[src/rtl/hazard_scoreboard_pkg.sv]
// Shared types and constants for the Tuse/Tnew hazard scoreboard:
// forwarding select codes, scoreboard entry layout and Tnew ageing.
package hazard_scoreboard_pkg;

   localparam int RAW_W = 5;
   localparam int TW_W  = 2;

   localparam logic [1:0] FWD_RF = 2'b00;
   localparam logic [1:0] FWD_E  = 2'b01;
   localparam logic [1:0] FWD_M  = 2'b10;
   localparam logic [1:0] FWD_W  = 2'b11;

   localparam logic [TW_W-1:0] TUSE_NONE = '1;

   localparam int MULT_CYCLES_DEF = 5;
   localparam int DIV_CYCLES_DEF  = 10;

   typedef struct packed {
      logic [RAW_W-1:0] dst;
      logic [TW_W-1:0]  tnew;
   } entry_t;

   // Tnew counts down one per stage and stops at zero (result is ready).
   function automatic logic [TW_W-1:0] sat_dec(input logic [TW_W-1:0] v);
      return (v == '0) ? '0 : v - TW_W'(1);
   endfunction

endpackage

[src/rtl/hazard_scoreboard_operand_check.sv]
// Per-operand hazard check: finds the youngest in-flight writer of the
// operand and derives its stall term and D-stage forwarding select.
module hazard_operand_check
   import hazard_scoreboard_pkg::*;
(
   input  logic             i_valid,
   input  logic [RAW_W-1:0] i_addr,
   input  logic [TW_W-1:0]  i_tuse,
   input  entry_t           i_e,
   input  entry_t           i_m,
   input  entry_t           i_w,
   output logic             o_stall,
   output logic [1:0]       o_fwd_sel
);

   logic            w_hit;
   logic [TW_W-1:0] w_tnew;
   logic [1:0]      w_code;

   // Only the youngest matching stage matters; older copies are stale.
   always_comb begin
      w_hit  = 1'b0;
      w_tnew = '0;
      w_code = FWD_RF;
      if (i_addr != '0) begin
         if (i_e.dst == i_addr) begin
            w_hit  = 1'b1;
            w_tnew = i_e.tnew;
            w_code = FWD_E;
         end else if (i_m.dst == i_addr) begin
            w_hit  = 1'b1;
            w_tnew = i_m.tnew;
            w_code = FWD_M;
         end else if (i_w.dst == i_addr) begin
            w_hit  = 1'b1;
            w_tnew = i_w.tnew;
            w_code = FWD_W;
         end
      end
   end

   assign o_stall   = i_valid && (i_tuse != TUSE_NONE) && w_hit && (w_tnew > i_tuse);
   assign o_fwd_sel = (w_hit && (w_tnew == '0)) ? w_code : FWD_RF;

endmodule

[src/rtl/hazard_scoreboard.sv]
// Sequential hazard unit for the 5-stage MIPS pipeline: E/M/W scoreboard of
// (dst, tnew), D-stage stall/forward decisions and a HI/LO busy counter.
module hazard_scoreboard
   import hazard_scoreboard_pkg::*;
#(
   parameter int RAW         = RAW_W,
   parameter int TW          = TW_W,
   parameter int MULT_CYCLES = MULT_CYCLES_DEF,
   parameter int DIV_CYCLES  = DIV_CYCLES_DEF,
   parameter int CW          = 4
) (
   input  logic           clk,
   input  logic           rst_n,
   input  logic           d_valid,
   input  logic [RAW-1:0] d_rs,
   input  logic [RAW-1:0] d_rt,
   input  logic [TW-1:0]  d_tuse_rs,
   input  logic [TW-1:0]  d_tuse_rt,
   input  logic [RAW-1:0] d_dst,
   input  logic [TW-1:0]  d_tnew,
   input  logic           d_md_start,
   input  logic           d_md_div,
   input  logic           d_hilo_use,
   output logic           stall,
   output logic [1:0]     fwd_rs_sel,
   output logic [1:0]     fwd_rt_sel,
   output logic           md_busy
);

   entry_t          r_e;
   entry_t          r_m;
   entry_t          r_w;
   logic [CW-1:0]   r_md_cnt;

   logic            w_rs_stall;
   logic            w_rt_stall;
   logic            w_md_stall;
   logic            w_accept;

   hazard_operand_check u_rs_check (
      .i_valid   (d_valid),
      .i_addr    (d_rs),
      .i_tuse    (d_tuse_rs),
      .i_e       (r_e),
      .i_m       (r_m),
      .i_w       (r_w),
      .o_stall   (w_rs_stall),
      .o_fwd_sel (fwd_rs_sel)
   );

   hazard_operand_check u_rt_check (
      .i_valid   (d_valid),
      .i_addr    (d_rt),
      .i_tuse    (d_tuse_rt),
      .i_e       (r_e),
      .i_m       (r_m),
      .i_w       (r_w),
      .o_stall   (w_rt_stall),
      .o_fwd_sel (fwd_rt_sel)
   );

   assign md_busy    = (r_md_cnt != '0);
   assign w_md_stall = d_valid && d_hilo_use && md_busy;
   assign stall      = w_rs_stall || w_rt_stall || w_md_stall;
   assign w_accept   = d_valid && !stall;

   // Pipeline advances every cycle; a stalled or empty D slot becomes a bubble.
   always_ff @(posedge clk or negedge rst_n) begin
      if (!rst_n) begin
         r_e      <= '0;
         r_m      <= '0;
         r_w      <= '0;
         r_md_cnt <= '0;
      end else begin
         r_w <= '{dst: r_m.dst, tnew: sat_dec(r_m.tnew)};
         r_m <= '{dst: r_e.dst, tnew: sat_dec(r_e.tnew)};
         if (w_accept) begin
            r_e <= '{dst: d_dst, tnew: sat_dec(d_tnew)};
         end else begin
            r_e <= '0;
         end
         if (w_accept && d_md_start) begin
            r_md_cnt <= d_md_div ? CW'(DIV_CYCLES) : CW'(MULT_CYCLES);
         end else if (r_md_cnt != '0) begin
            r_md_cnt <= r_md_cnt - CW'(1);
         end
      end
   end

endmodule

[config.mk]
export PLATFORM = sky130hd
export DESIGN_NAME = hazard_scoreboard
export DESIGN_NICKNAME = d
export VERILOG_FILES = /design/src/rtl/hazard_scoreboard_pkg.sv /design/src/rtl/hazard_scoreboard_operand_check.sv /design/src/rtl/hazard_scoreboard.sv
export SDC_FILE = /design/constraint.sdc
export NUM_CORES = 1
export LEC_CHECK = 0
export CORE_UTILIZATION = 25
export DETAILED_ROUTE_END_ITERATION = 10
export SLEW_MARGIN = 10
export SYNTH_ARGS = -nofsm -noshare
export SYNTH_HDL_FRONTEND = slang
export SYNTH_SLANG_ARGS = --single-unit
export TNS_END_PERCENT = 10
[constraint.sdc]
create_clock -name clk -period 5.47 [get_ports clk]
set_input_delay 1.094 -clock clk [delete_from_list [all_inputs] [get_ports clk]]
set_output_delay 1.094 -clock clk [all_outputs]
set_load 0.05 [all_outputs]
==> metrics, run 1 <==
yosys warns 0; Netlist cell types 42; Power Total 0.553 mW; Util after Layout 33.0%; status finished, final reports clean; Seq pwr share 42.4%; final worst slack 187 ps; Antenna Nets Post-Route 0; Critical Path Source Type input pin; layout net count 236; cts hold-fix bufs 0; internal power 0.364 mW; post-synth net total 200; sequential cell area fraction in the yosys report 38.5%; Worst Path Required 4380 ps; largest family of logic cells by synthesized area simple AND/OR/NAND/NOR gates; Max stage delay cell, worst path clkdlybuf4s50_1; core area 6310 µm²; PortBufs 32; Worst slew margin 63.7%; Final min period 5280 ps; hold slack 453 ps; Slew Limit Fails 0; top post-synthesis cells by area dfrtp_1, xnor2_1, xor2_1, ha_1, nor2_1; starting density of the core 25.7%; Synth Register Bits 25; setup TNS 0 ps; FFs w/ async S/R, synth 100%; HPWL Detailed 2800 µm; H-tree Lvls 1; # diodes 0; Tcrit/Tclk final 96.6%; Yosys top cell area share 38.5%; Most used DFF post-synth dfrtp_1; Hold/Removal Path Class reg -> reg; Clock Skew 3.07 ps; die span in y 82.6 µm; grt total ovfl 0; CP peak stage delay 580 ps; sw frac 34.2%; critical path class in -> out; CTS max path bufs 2; Post-Synth XOR/XNOR Area 17.3%; max-cap violations 0; f_max 0.189 GHz; cell taking the most area after synthesis dfrtp_1; synthesized cell area 1620 µm²; Layout Area Growth over Synthesis 28.4%; clk_lat worst skew 270 ps; largest net degree at the start of global routing 26; initial antenna violation count 0; PwrDens 265 nW/µm²; Post-synth top cells dfrtp_1, xnor2_1, nor2_1; number of synthesized flops with an enable pin 0; WP data arrival 4190 ps; drt wl/cell 11.9 µm; detailed-route via count 1,254; Post-Syn Instances 167; total CTS buffers 3; Die ar. 6820 µm²; Iter 0 DRT Violations 40; worst slew pin tran 545 ps; Top-Level Pins 33; Setup Fix Bufs, Post-CTS 0; crit path max fanout 8; worst vdd ir 0.174 mV; Post-Place Setup Slack 177 ps; Synth Area in Simple Gates 24.7%; Comb pwr share 37.3%; RSZ-0062 raised after global routing false; Clock power frac 20.3%; Cell Rows 29; CTS clk-pin slew, worst paths 90 ps; vias in the first global route 1,229; adder-cell share of the synthesized area 4.62%; Final setup viols 0; cell class contributing the biggest share of worst-path delay simple AND/OR/NAND/NOR gates; Fillers 690; Critical Path, Cell by Cell clkdlybuf4s50_1 -> xnor2_1 -> nand3_1 -> nor3_4 -> a311oi_1 -> or3_1 -> ha_1 -> a22o_1 -> nor3_2 -> o21ai_2 -> nand4_2 -> and2_1 -> buf_12; post-synthesis mux area share 2.62%; first-pass iteration count of the detailed router 4; endpoints failing hold 0; CP bufs+invs 2; Sink Count 25; vias per inst 4.49; Compound-Gate Fraction of Synth Area 8.24%; Leak 0.869 nW; root buffer cell clkbuf_8; Die W 82.6 µm; share of cells above drive strength 1 11.9%; crit path capture type output pin; first-pass GRT wire length 5630 µm; Syn Area/Cell 9.72 µm²; RD Place Congestion 0.810; PostCTS Resize Cnt 0; count leader, synth dfrtp_1; P_sw 0.189 mW; DRC Markers 0; Total Routing Usage GR 10.9%; CTS tree yes; Detailed Route WL 3330 µm
-- layer usage --
layer	wire (µm)	vias up	track usage [%]
li1	-	648	-
met1	1610	572	14.7
met4	37	0	3.10
met3	126	5	1.54
met5	0	-	0
met2	1560	29	18.1
-- logic make-up after synthesis --
| group | count (synthesis) |
|---|---|
| buffers and inverters | 13 |
| AO/OA/AOI/OAI | 19 |
| XOR/XNOR | 32 |
| AND/OR/NAND/NOR | 68 |
| adder cells (fa/ha/maj) | 6 |
| flip-flops | 25 |
| multiplexers | 4 |
-- cell usage in the layout (no fill, tap or decap), types with 2 or more instances in the layout --
| cell | n |
|---|---|
| a21oi_1 | 3 |
| a22o_1 | 2 |
| a311oi_1 | 2 |
| a31oi_1 | 2 |
| and2_1 | 3 |
| buf_4 | 2 |
| clkbuf_8 | 3 |
| clkdlybuf4s50_1 | 30 |
| dfrtp_1 | 25 |
| ha_1 | 6 |
| inv_1 | 10 |
| mux2_2 | 2 |
| mux2i_1 | 2 |
| nand2_1 | 12 |
| nand3_1 | 5 |
| nand3b_1 | 2 |
| nand4_1 | 2 |
| nand4_2 | 2 |
| nor2_1 | 17 |
| nor2_4 | 2 |
| nor3_1 | 6 |
| nor4_1 | 2 |
| o21ai_0 | 3 |
| o22ai_1 | 3 |
| or3_1 | 2 |
| or4_4 | 2 |
| xnor2_1 | 23 |
| xor2_1 | 9 |
-- worst register-to-register path, cell delays in order, from the launching register on --
cell      delay [ps]
dfrtp_1          410
xnor2_1          160
nand3_1          140
nor3_4           310
a311oi_1         150
or3_1            370
ha_1             270
a22o_1           210
nor3_2           260
o21ai_2          120
nand4_2          170
mux2_2           350
-- path summary, 6_finish.rpt --
path,from,end,slack (ps),cells past startpoint
min in group asynchronous,rst_n,r_md_cnt[0],800,1
max in group asynchronous,rst_n,r_m[0],4310,1
max,d_rt[1],stall,190,13
max reg2reg,r_w[3],r_md_cnt[1],2430,11
min reg2reg,r_m[2],r_w[2],450,0
min,r_m[2],r_w[2],450,0
-- metrics by stage --
step,area (µm²),std cells
2_1_floorplan,1630,167
3_3_place_gp,2040,275
3_5_place_dp,2040,275
4_1_cts,2090,279
5_1_grt,2080,279
6_report,2080,279
-- power by group through the flow --
stage | clock, mW | combinational (mW) | sequential, mW
floorplan | 0 | 0.148 | 0.232
global placement | 0 | 0.204 | 0.239
detailed placement | 0 | 0.208 | 0.239
CTS | 0.115 | 0.209 | 0.235
global route | 0.123 | 0.229 | 0.238
finish | 0.112 | 0.207 | 0.235
-- registers in the layout (all words and copies together) (netlist names) --
| name | cells |
|---|---|
| r_e | 7 |
| r_m | 7 |
| r_w | 7 |
| r_md_cnt | 4 |
-- area by class of cell --
class	instances	area [µm²]	share of cell area, %
clock buffer	3	41.3	1.98
sequential	25	626	30.0
timing repair buffer	34	340	16.3
inverter	10	37.5	1.80
clock inverter	1	7.51	0.360
multi-input combinational	129	936	44.9
tap	77	96.3	4.62
(Power assumes the default switching activity.)
==> run 2, diff against run 1 <==
--- a/config.mk
+++ b/config.mk
@@ -6,6 +6,7 @@
 export NUM_CORES = 1
 export LEC_CHECK = 0
 export CORE_UTILIZATION = 25
+export CTS_CLUSTER_DIAMETER = 40
 export DETAILED_ROUTE_END_ITERATION = 10
 export SLEW_MARGIN = 10
 export SYNTH_ARGS = -nofsm -noshare
==> results of run 2 <==
Same layout as run 1: the final DEF is identical, and so are final timing and power.
